File: config.mk
export PLATFORM = sky130hd
export DESIGN_NAME = debug_view_sequencer
export DESIGN_NICKNAME = d
export VERILOG_FILES = /design/src/rtl/dbgview_pkg.sv /design/src/rtl/step_debouncer.sv /design/src/rtl/debug_view_sequencer.sv
export SDC_FILE = /design/constraint.sdc
export NUM_CORES = 1
export LEC_CHECK = 0
export CAP_MARGIN = 10
export CORE_MARGIN = 2
export CORE_UTILIZATION = 28
export CTS_CLUSTER_SIZE = 40
export DETAILED_ROUTE_END_ITERATION = 10
export PLACE_DENSITY = 0.49
export SETUP_SLACK_MARGIN = 0.5
export SLEW_MARGIN = 20
export SYNTH_ARGS = -nofsm -noshare
export SYNTH_HDL_FRONTEND = slang
export SYNTH_SLANG_ARGS = --single-unit
File: constraint.sdc
create_clock -name clk -period 4.1 [get_ports clk]
set_input_delay 0.82 -clock clk [delete_from_list [all_inputs] [get_ports clk]]
set_output_delay 0.82 -clock clk [all_outputs]
set_load 0.01 [all_outputs]
File: src/rtl/dbgview_pkg.sv
// Shared state encoding, display widths and half-word selector for the debug view sequencer.
package dbgview_pkg;
  localparam int NIBBLE_W   = 4;
  localparam int NUM_DIGITS = 4;
  localparam int REG_AW     = 4;
  localparam int WORD_W     = 32;
  localparam int HALF_W     = NIBBLE_W * NUM_DIGITS;

  typedef enum logic [1:0] {
    MANUAL  = 2'd0,
    SHOW_HI = 2'd1,
    SHOW_LO = 2'd2,
    GAP     = 2'd3
  } viewState_t;

  function automatic logic [HALF_W-1:0] pickHalf(input logic [WORD_W-1:0] w, input logic hi);
    return hi ? w[WORD_W-1:HALF_W] : w[HALF_W-1:0];
  endfunction
endpackage

File: src/rtl/step_debouncer.sv
// Step pushbutton conditioner: 2-FF synchronizer, stability counter, rising-edge one-shot.
module step_debouncer #(
  parameter int DEBOUNCE_CYCLES = 1_000_000
) (
  input  logic clk,
  input  logic reset,
  input  logic btn_raw,
  output logic pulse
);
  localparam int CW = $clog2(DEBOUNCE_CYCLES);

  logic          sync1, sync2, level, levelDly;
  logic [CW-1:0] stableCnt;

  always_ff @(posedge clk) begin
    if (reset) begin
      sync1     <= 1'b0;
      sync2     <= 1'b0;
      level     <= 1'b0;
      levelDly  <= 1'b0;
      stableCnt <= '0;
      pulse     <= 1'b0;
    end else begin
      sync1    <= btn_raw;
      sync2    <= sync1;
      levelDly <= level;
      pulse    <= level & ~levelDly;
      // Any sample agreeing with the accepted level restarts the stability window.
      if (sync2 == level)
        stableCnt <= '0;
      else if (stableCnt == CW'(DEBOUNCE_CYCLES - 1)) begin
        level     <= sync2;
        stableCnt <= '0;
      end else
        stableCnt <= stableCnt + CW'(1);
    end
  end
endmodule

File: src/rtl/debug_view_sequencer.sv
// Front-panel debug view: manual/auto register scan sequencing into the 4-digit display, plus step button.
// Optional DBG_SCAN_GAP_EN inserts a blanked gap of DWELL_CYCLES/4 between scanned registers.
module debug_view_sequencer
  import dbgview_pkg::*;
#(
  parameter int DWELL_CYCLES    = 50_000_000,
  parameter int DEBOUNCE_CYCLES = 1_000_000
) (
  input  logic                  clk,
  input  logic                  reset,
  input  logic                  step_btn,
  input  logic                  auto_scan,
  input  logic                  select,
  input  logic                  top_half,
  input  logic [REG_AW-1:0]     manual_reg,
  input  logic [WORD_W-1:0]     instr,
  input  logic [WORD_W-1:0]     reg_val,
  output logic [REG_AW-1:0]     reg_addr,
  output logic                  cpu_step,
  output logic [HALF_W-1:0]     digits,
  output logic                  half_hi,
  output logic [NUM_DIGITS-1:0] blank
);
  localparam int DWW = $clog2(DWELL_CYCLES);

  viewState_t     state, nextState;
  logic [DWW-1:0] dwell;
  logic           dwellDone, advance;

  assign dwellDone = (dwell == DWW'(DWELL_CYCLES - 1));

`ifdef DBG_SCAN_GAP_EN
  localparam int GAP_CYCLES = DWELL_CYCLES / 4;
  logic gapDone;
  assign gapDone = (dwell == DWW'(GAP_CYCLES - 1));
`endif

  step_debouncer #(.DEBOUNCE_CYCLES(DEBOUNCE_CYCLES)) uStep (
    .clk    (clk),
    .reset  (reset),
    .btn_raw(step_btn),
    .pulse  (cpu_step)
  );

  always_ff @(posedge clk) begin
    if (reset) state <= MANUAL;
    else       state <= nextState;
  end

  always_comb begin
    nextState = state;
    case (state)
      MANUAL:  if (auto_scan) nextState = SHOW_HI;
      SHOW_HI: begin
        if (!auto_scan)     nextState = MANUAL;
        else if (dwellDone) nextState = SHOW_LO;
      end
      SHOW_LO: begin
        if (!auto_scan)     nextState = MANUAL;
        else if (dwellDone) begin
`ifdef DBG_SCAN_GAP_EN
          nextState = select ? SHOW_HI : GAP;
`else
          nextState = SHOW_HI;
`endif
        end
      end
`ifdef DBG_SCAN_GAP_EN
      GAP: begin
        if (!auto_scan)   nextState = MANUAL;
        else if (gapDone) nextState = SHOW_HI;
      end
`endif
      default: nextState = MANUAL;
    endcase
  end

  always_comb begin
    blank   = '0;
`ifdef DBG_SCAN_GAP_EN
    if (state == GAP) blank = '1;
`endif
    // Instruction view keeps the address; only register view walks the file.
    advance = (state == SHOW_LO) && auto_scan && dwellDone && !select;
  end

  always_ff @(posedge clk) begin
    if (reset) begin
      dwell    <= '0;
      reg_addr <= '0;
      half_hi  <= 1'b1;
      digits   <= '0;
    end else begin
      digits <= pickHalf(select ? instr : reg_val, half_hi);
      // half_hi tracks the state being entered so digits follow one cycle behind it.
      half_hi <= (nextState == MANUAL) ? top_half : (nextState != SHOW_LO);
      if (state == nextState && state != MANUAL) dwell <= dwell + DWW'(1);
      else                                       dwell <= '0;
      if (state == MANUAL)  reg_addr <= auto_scan ? '0 : manual_reg;
      else if (advance)     reg_addr <= reg_addr + REG_AW'(1);
    end
  end
endmodule
==> results of run 1 <==
[sequential cells by signal, indices dropped and copies added (netlist names)]
| register | count |
|---|---|
| dwell | 26 |
| uStep.pulse | 1 |
| uStep.sync1 | 1 |
| uStep.levelDly | 1 |
| half_hi | 1 |
| uStep.stableCnt | 20 |
| reg_addr | 4 |
| state | 2 |
| uStep.level | 1 |
| digits | 16 |
| uStep.sync2 | 1 |
[where the power goes]
part	leakage, nW	total [mW]	internal, mW	switching [mW]
logic	0.877	0.182	0.126	0.0559
registers	0.602	0.745	0.737	0.00822
clock network	0.156	0.843	0.547	0.295
total	1.63	1.77	1.41	0.360
[final cells by class]
class                      count  area (µm²)
sequential                    74        1480
tap                          172         215
inverter                      10        37.5
clock inverter                 5        77.6
timing repair buffer          99         981
fill                        1296        7560
multi-input combinational    267        1920
clock buffer                  11         243
[stage by stage]
step	hold WS, ns	power, mW	worst slack (ns)
global route	0.406	1.84	1.51
detailed placement	0.385	0.945	1.42
finish	0.389	1.77	1.68
CTS	0.395	1.80	1.65
global placement	0.376	0.944	1.42
floorplan	0.367	0.835	1.77
[critical path, stage by stage (launching register included)]
cell     delay [ns]
dfxtp_1        0.33
or4_1          0.54
or4_1          0.69
o21ai_4        0.60
nor2_1         0.11
[routing by layer]
layer  wire length [µm]  vias to the layer above  track usage, %
li1                   -                     1509               -
met2               4390                       22            19.9
met3                209                        7            3.43
met1               4030                     1401            17.5
met4                 77                        0            3.53
met5                  0                        -               0
[cells in the mapped netlist, drive strengths merged (3+ instances only)]
cell,instances,share of area [%]
and4,6,1.5
nand3,15,2.1
inv,10,1.1
and3,7,1.2
buf,9,1.9
nand4,13,2.3
dfxtp,74,42
nor4,4,0.70
a21oi,23,3.2
or3,14,2.5
xnor2,10,2.5
ha,3,1.1
o21ai,17,2.7
or4,8,1.8
nand2b,3,0.53
xor2,18,4.4
nor3,4,0.56
nor2b,22,3.9
nand2,15,1.6
o31ai,5,1.1
clkbuf,16,1.7
and2,3,0.56
mux4,16,10
nor2,33,3.5
or2,3,0.53
[logic make-up (layout without fill, tap and decap cells)]
kind of cell | Yosys count | after routing | synth area share (%)
XOR/XNOR | 28 | 28 | 6.91
AO/OA/AOI/OAI | 54 | 54 | 9.09
other | 1 | 4 | 0.106
buffers and inverters | 35 | 125 | 4.62
adder cells (fa/ha/maj) | 3 | 3 | 1.06
flip-flops | 74 | 74 | 41.7
multiplexers | 17 | 17 | 10.4
AND/OR/NAND/NOR | 161 | 161 | 26.1
[how the worst max path moves through the flow]
stage	end	slack (ns)	cells past startpoint
final	dwell[6]$_SDFF_PP0_	1.68	4
after CTS	dwell[4]$_SDFF_PP0_	1.65	4
after floorplan	digits[10]$_SDFF_PP0_	1.77	4
after global routing	dwell[11]$_SDFF_PP0_	1.51	4
after detailed placement	reg_addr[0]$_SDFFE_PP0P_	1.42	6
after global placement	reg_addr[0]$_SDFFE_PP0P_	1.42	6
==> results.py, run 1 <==
metrics = {
    "logic_synthesis": {
        "yosysSeqAreaShare_pct": 41.7,
        "ys.flop_type": "dfxtp_1",
        "syn_inst": 373,
        "async_flop_share_pct": 0,
        "synth_area_per_cell_um2": 9.52,
        "netlist_area_mm2": 0.00355,
        "yosysUniqueCellTypes": 51,
        "synth_edf_count": 0,
        "yosys_register_bits": 74,
        "yosys_warnings": 0,
    },
    "global_route": {
        "grtUsageTotal_pct": 12.8,
        "overflow": 0,
        "grt_pass1_wl_um": 13700,
        "grt_pass1_vias": 2747,
        "antenna_found_initial": 0,
        "grt_max_degree": 27,
    },
    "setup_path": {
        "r2r-start": "dwell[11]$_SDFF_PP0_",
        "cp-end-kind": "register",
        "startpoint_type": "register",
        "crit_start": "dwell[11]$_SDFF_PP0_",
        "r2r_cells": 4,
        "required_ns": 4.29,
        "crit_fanout": 26,
        "arrival_ns": 2.61,
        "ff2ff_setup_slack_ns": 1.68,
        "criticalPathCategory": "reg2reg",
        "rr_endpoint": "dwell[6]$_SDFF_PP0_",
    },
    "floorplan": {
        "die_h_um": 117,
        "start_util_pct": 28.4,
        "coreArea_mm2": 0.0125,
        "die_width_um": 117,
        "dieArea_mm2": 0.0136,
        "ios": 100,
        "std_cell_rows": 41,
    },
    "routing": {
        "wl_um": 8700,
        "vias_per_cell": 4.61,
        "drtAntennaViolNets": 0,
        "routedWlPerCell_um": 13.6,
        "dr.pass1.iters": 4,
        "drtIter0Drc": 139,
        "vias": 2939,
        "drc": 0,
    },
    "finish": {
        "fin_util_pct": 39.6,
        "final_cell_mix": "clkdlybuf4s50_1 (95), dfxtp_1 (74), nor2_1 (33)",
        "drive_gt1_share_pct": 9.23,
        "layout_commonest_cell": "clkdlybuf4s50_1",
        "stdcell_count": 638,
        "nNetsFinal": 538,
        "layout-area-overhead-vs-synth_pct": 39.5,
        "antenna_cells": 0,
        "final_area_mm2": 0.00495,
    },
    "sta": {
        "finalHoldViolCount": 0,
        "clock_skew_ns": 0.00574,
        "rsz0062_at_grt": "false",
        "slew_viol_final": 0,
        "fmax_mhz": 413,
        "setup_viol": 0,
        "slew_headroom_pct": 54.1,
        "period_share_pct": 59.1,
        "tns_ns": 0,
        "fin_crit_ns": 2.42,
        "tightest_slew_ns": 0.686,
    },
    "place": {
        "place_congestion": 0.761,
        "placed_area_mm2": 0.00463,
        "port_buffers": 95,
        "place_inst": 622,
        "place_hpwl_um": 6600,
    },
    "clocking": {
        "cts_buffers": 9,
        "cts_tree": "yes",
        "cts_hold_buf": 0,
        "postCtsSetupBuffers": 0,
        "cts_root_buffer": "clkbuf_16",
        "cts_buffer_depth": 2,
        "clk_pin_slew_ns": 0.06,
        "cts_sinks": 74,
        "cts_resized": 0,
        "cts_htree_levels": 3,
        "clk_latency_ns": 0.33,
    },
    "pwr": {
        "vdd_ir_drop_max_mv": 0.190,
        "power.leakage_nw": 1.63,
        "cellPowerDensity_mw_per_mm2": 357,
    },
    "flow_run": {
        "maxCapViolations": 0,
    },
    "min_path": {
        "worstHoldEndpoint": "uStep.pulse$_SDFF_PP0_",
        "min_path_type": "reg2reg",
        "whs_path_depth": 1,
        "hp-start": "uStep.levelDly$_SDFF_PP0_",
    },
    "outcome": {
        "outcome": "finished, final reports clean",
    },
}
(Power assumes the default switching activity.)
==> run 2: changes to the inputs <==
==> constraint.sdc (replaced) <==
create_clock -name clk -period 2.55 [get_ports clk]
set_input_delay 0.51 -clock clk [delete_from_list [all_inputs] [get_ports clk]]
set_output_delay 0.51 -clock clk [all_outputs]
set_load 0.01 [all_outputs]
==> results.py, run 2 (synthesis gave the netlist of run 1 again) <==
metrics = {
    "clocking": {
        "cts_root_buffer": "clkbuf_16",
        "clk_latency_ns": 0.33,
        "cts_tree": "yes",
        "cts_hold_buf": 0,
        "cts_htree_levels": 3,
        "clk_pin_slew_ns": 0.06,
        "cts_buffer_depth": 2,
        "cts_buffers": 9,
        "cts_sinks": 74,
    },
    "setup_path": {
        "crit_buf_inv": 0,
        "criticalPathCategory": "reg2reg",
        "arrival_ns": 2.23,
        "critical-path-top-delay-family": "simple AND/OR/NAND/NOR gates",
        "startpoint_type": "register",
        "slowest_stage": "or4bb_4",
        "crit_fanout": 6,
        "worstPathCellList": "or4bb_4 > or4_4 > a2111oi_2 > a211oi_2",
        "required_ns": 2.76,
        "cp-end-kind": "register",
        "max_stage_delay_ns": 0.57,
    },
    "finish": {
        "layout-area-overhead-vs-synth_pct": 42.2,
        "drive_gt1_share_pct": 11.7,
        "largest_reg_flops": 26,
        "largest-register": "dwell",
        "num-fill-cells": 1277,
        "final_cell_mix": "clkdlybuf4s50_1 (95), dfxtp_1 (73), nor2_1 (33)",
        "largestRegisters": "dwell: 26 flops, uStep.stableCnt: 20 flops, digits: 16 flops",
        "layout_commonest_cell": "clkdlybuf4s50_1",
        "antenna_cells": 0,
        "nNetsFinal": 545,
    },
    "global_route": {
        "grtUsageTotal_pct": 13.5,
        "grt_max_degree": 27,
        "grt_pass1_vias": 2767,
        "overflow": 0,
        "antenna_found_initial": 0,
        "grt_pass1_wl_um": 14100,
    },
    "sta": {
        "slew_viol_final": 0,
        "finalHoldViolCount": 0,
        "fin_crit_ns": 2.02,
        "setup_viol": 0,
        "rsz0062_at_grt": "true",
        "fmax_mhz": 496,
        "period_share_pct": 79.1,
        "clock_skew_ns": 0.00669,
        "tns_ns": 0,
    },
    "floorplan": {
        "std_cell_rows": 41,
        "die_width_um": 117,
        "dieArea_mm2": 0.0136,
        "start_util_pct": 28.4,
        "ios": 100,
        "die_h_um": 117,
        "coreArea_mm2": 0.0125,
    },
    "routing": {
        "drtAntennaViolNets": 0,
        "dr.pass1.iters": 4,
        "routedWlPerCell_um": 14.2,
        "drtIter0Drc": 129,
        "wl_um": 9160,
        "drc": 0,
        "vias_per_cell": 4.67,
        "vias": 3009,
    },
    "flow_run": {
        "maxCapViolations": 0,
    },
    "place": {
        "place_hpwl_um": 6820,
        "port_buffers": 95,
        "place_congestion": 0.739,
    },
    "min_path": {
        "min_path_type": "reg2reg",
    },
    "pwr": {
        "power.leakage_nw": 1.68,
        "vdd_ir_drop_max_mv": 0.273,
        "cellPowerDensity_mw_per_mm2": 571,
        "power.total_mw": 2.88,
    },
    "outcome": {
        "outcome": "finished, final reports clean",
    },
}
-- run 2: layer usage --
layer	vias up	routed length, µm	track usage, %
met5	-	0	0
met4	0	165	5.49
met3	12	206	3.17
met2	36	4700	21.4
met1	1434	4090	17.8
li1	1527	-	-
-- run 2: power by group --
group	internal (mW)	total [mW]	leakage [nW]	switching, mW
combinational	0.207	0.297	0.920	0.0905
clock	0.904	1.39	0.154	0.484
sequential	1.18	1.20	0.603	0.0143
-- run 2: layout make-up --
class                           instances  area (µm²)  share of cell area [%]
Inverter                               10        37.5                   0.743
Multi-Input combinational cell        267        1940                    38.3
Tap cell                              172         215                    4.26
Timing Repair Buffer                  106        1050                    20.8
Clock inverter                          4        75.1                    1.49
Clock buffer                           11         253                    5.01
Sequential cell                        74        1480                    29.4
-- run 2: path summary, 6_finish.rpt --
path                                           startpoint                       end  slack, ns  depth (start not counted)
worst min register to register  uStep.levelDly$_SDFF_PP0_    uStep.pulse$_SDFF_PP0_       0.38                          1
worst max-delay path                  dwell[6]$_SDFF_PP0_  reg_addr[0]$_SDFFE_PP0P_       0.53                          4
worst max register to register        dwell[6]$_SDFF_PP0_  reg_addr[0]$_SDFFE_PP0P_       0.53                          4
worst min-delay path            uStep.levelDly$_SDFF_PP0_    uStep.pulse$_SDFF_PP0_       0.38                          1
-- run 2: metrics by stage --
step / instances / instance area, µm² / setup slack [ns] / hold WS (ns) / utilization [%]
5_1_grt: 644 / 5050 / 0.472 / 0.396 / 40.3
2_1_floorplan: 376 / 3560 / 0.527 / 0.367 / -
3_3_place_gp: 626 / 4670 / 0.317 / 0.375 / 37.3
6_report: 644 / 5050 / 0.533 / 0.383 / 40.3
4_1_cts: 644 / 5040 / 0.521 / 0.387 / 40.3
3_5_place_dp: 626 / 4670 / 0.329 / 0.379 / 37.3
-- run 2: timing repair --
item | CTS | global route
pin swaps | 2 | 0
endpoints found under the setup margin | 30 | 3
buffers inserted | 3 | 0
resized for setup | 5 | 2
hold endpoints to repair | 0 | 0
==> run 3: changes to the inputs <==
==> constraint.sdc (replaced) <==
create_clock -name clk -period 1.9 [get_ports clk]
set_input_delay 0.38 -clock clk [delete_from_list [all_inputs] [get_ports clk]]
set_output_delay 0.38 -clock clk [all_outputs]
set_load 0.01 [all_outputs]
==> results.py, run 3 (synthesis gave the netlist of run 1 again) <==
metrics = {
    "outcome": {
        "outcome": "finished with violations",
        "violations": "negative setup slack",
    },
    "routing": {
        "routedWlPerCell_um": 14.1,
        "dr_wl_met3_um": 140,
        "wl_um": 9660,
        "wl_met1_um": 4580,
        "vias_per_cell": 4.61,
        "drc": 0,
        "vias": 3168,
        "drtAntennaViolNets": 0,
        "drtIter0Drc": 148,
        "route.met2.wl_um": 4820,
        "dr.pass1.iters": 4,
        "top_layer_used": "met4",
    },
    "sta": {
        "slew_viol_final": 0,
        "finalHoldViolCount": 0,
        "rsz0062_at_grt": "true",
        "clock_skew_ns": 0.00757,
        "fmax_mhz": 524,
        "setup_viol": 1,
        "layout_setup_ws_ns": -0.00987,
        "period_share_pct": 101,
        "fin_crit_ns": 1.91,
    },
    "floorplan": {
        "die_h_um": 117,
        "ios": 100,
        "start_util_pct": 28.4,
        "die_width_um": 117,
        "coreArea_mm2": 0.0125,
        "dieArea_mm2": 0.0136,
        "std_cell_rows": 41,
    },
    "finish": {
        "fin_util_pct": 44.9,
        "final_area_mm2": 0.00562,
        "nNetsFinal": 587,
        "layout_commonest_cell": "clkdlybuf4s50_1",
        "largest_reg_flops": 26,
        "drive_gt1_share_pct": 26.8,
        "largestRegisters": "dwell: 26 flops, uStep.stableCnt: 20 flops, digits: 16 flops",
        "stdcell_count": 687,
        "layout-area-overhead-vs-synth_pct": 58.2,
        "final_cell_mix": "clkdlybuf4s50_1 (71), dfxtp_1 (56), buf_4 (40)",
        "num-fill-cells": 1229,
        "largest-register": "dwell",
        "antenna_cells": 0,
    },
    "clocking": {
        "clk_latency_ns": 0.33,
        "cts_root_buffer": "clkbuf_16",
        "cts_buffers": 9,
        "cts_htree_levels": 3,
        "cts_tree": "yes",
        "cts_hold_buf": 0,
        "cts_sinks": 74,
        "clk_pin_slew_ns": 0.06,
        "cts_buffer_depth": 2,
    },
    "place": {
        "placed_area_mm2": 0.00496,
        "place_hpwl_um": 6780,
        "place_congestion": 0.759,
        "place_inst": 655,
        "port_buffers": 95,
    },
    "setup_path": {
        "required_ns": 2.14,
        "crit_fanout": 4,
        "criticalPathCategory": "reg2reg",
        "max_stage_delay_ns": 0.56,
        "arrival_ns": 2.15,
        "cp-end-kind": "register",
        "worstPathCellList": "or4bb_4 > or4_4 > or2_0 > a211oi_1",
        "startpoint_type": "register",
        "slowest_stage": "or4bb_4",
    },
    "min_path": {
        "min_path_type": "reg2reg",
    },
    "pwr": {
        "vdd_ir_drop_max_mv": 0.353,
        "cellPowerDensity_mw_per_mm2": 667,
        "power.leakage_nw": 2.03,
    },
    "global_route": {
        "grtUsageTotal_pct": 14.5,
        "antenna_found_initial": 0,
        "grt_pass1_vias": 2983,
        "grt_pass1_wl_um": 15000,
        "overflow": 0,
        "grt_max_degree": 21,
    },
    "flow_run": {
        "maxCapViolations": 0,
    },
}
==> run 3: cell count changes in the layout (fill, tap and decap cells not counted), moves of 8 or more <==
cell,previous run,this run
dfxtp_2,1,10
buf_4,9,40
dfxtp_1,73,56
dlygate4sd2_1,0,21
dfxtp_4,0,8
clkdlybuf4s50_1,95,71
==> run 3: cell type report <==
cell class	count	area, µm²	share of cell area (%)
sequential	74	1520	27.1
tap	172	215	3.83
inverter	10	37.5	0.668
clock buffer	12	256	4.57
timing repair buffer	145	1380	24.5
multi-input combinational	270	2160	38.4
clock inverter	4	50.0	0.891
==> run 3: critical path, delay by kind of cell, from the launching register on <==
family,cells,cell delay (ns)
flip-flops,1,0.31
AND/OR/NAND/NOR,3,1.29
AO/OA/AOI/OAI,1,0.22
==> run 3: path summary, 6_finish.rpt <==
path	startpoint	endpoint	slack [ns]	depth (start not counted)
worst max register to register	dwell[16]$_SDFF_PP0_	reg_addr[0]$_SDFFE_PP0P_	-0.01	4
worst max-delay path	dwell[16]$_SDFF_PP0_	reg_addr[0]$_SDFFE_PP0P_	-0.01	4
worst min-delay path	uStep.levelDly$_SDFF_PP0_	uStep.pulse$_SDFF_PP0_	0.39	1
worst min register to register	uStep.levelDly$_SDFF_PP0_	uStep.pulse$_SDFF_PP0_	0.39	1
==> run 3: metal layers <==
layer	GRT usage [%]	vias up
li1	-	1627
met1	18.9	1501
met2	23.6	29
met3	3.27	11
met4	5.25	0
met5	0	-
==> run 3: per-stage QoR <==
step,hold slack [ns],TNS [ns],setup slack (ns),power (mW)
after floorplan,0.367,-0.198,-0.0150,1.82
after global placement,0.374,-5.32,-0.200,2.05
after detailed placement,0.381,-6.07,-0.193,2.05
after CTS,0.390,-0.00556,-0.00491,3.81
after global routing,0.395,-0.878,-0.0883,3.91
final,0.387,-0.00987,-0.00987,3.75
==> run 3: repair_timing <==
| item | CTS | global route |
|---|---|---|
| buffers inserted | 10 | 2 |
| pin swaps | 23 | 12 |
| gates cloned | 4 | 0 |
| setup endpoints to repair | 92 | 56 |
| gates resized for setup | 72 | 16 |
==> run 3: power breakdown <==
part | internal [mW] | total (mW) | switching (mW)
Combinational | 0.274 | 0.404 | 0.131
Sequential | 1.58 | 1.60 | 0.0167
Clock | 1.09 | 1.74 | 0.658
Total | 2.94 | 3.75 | 0.806
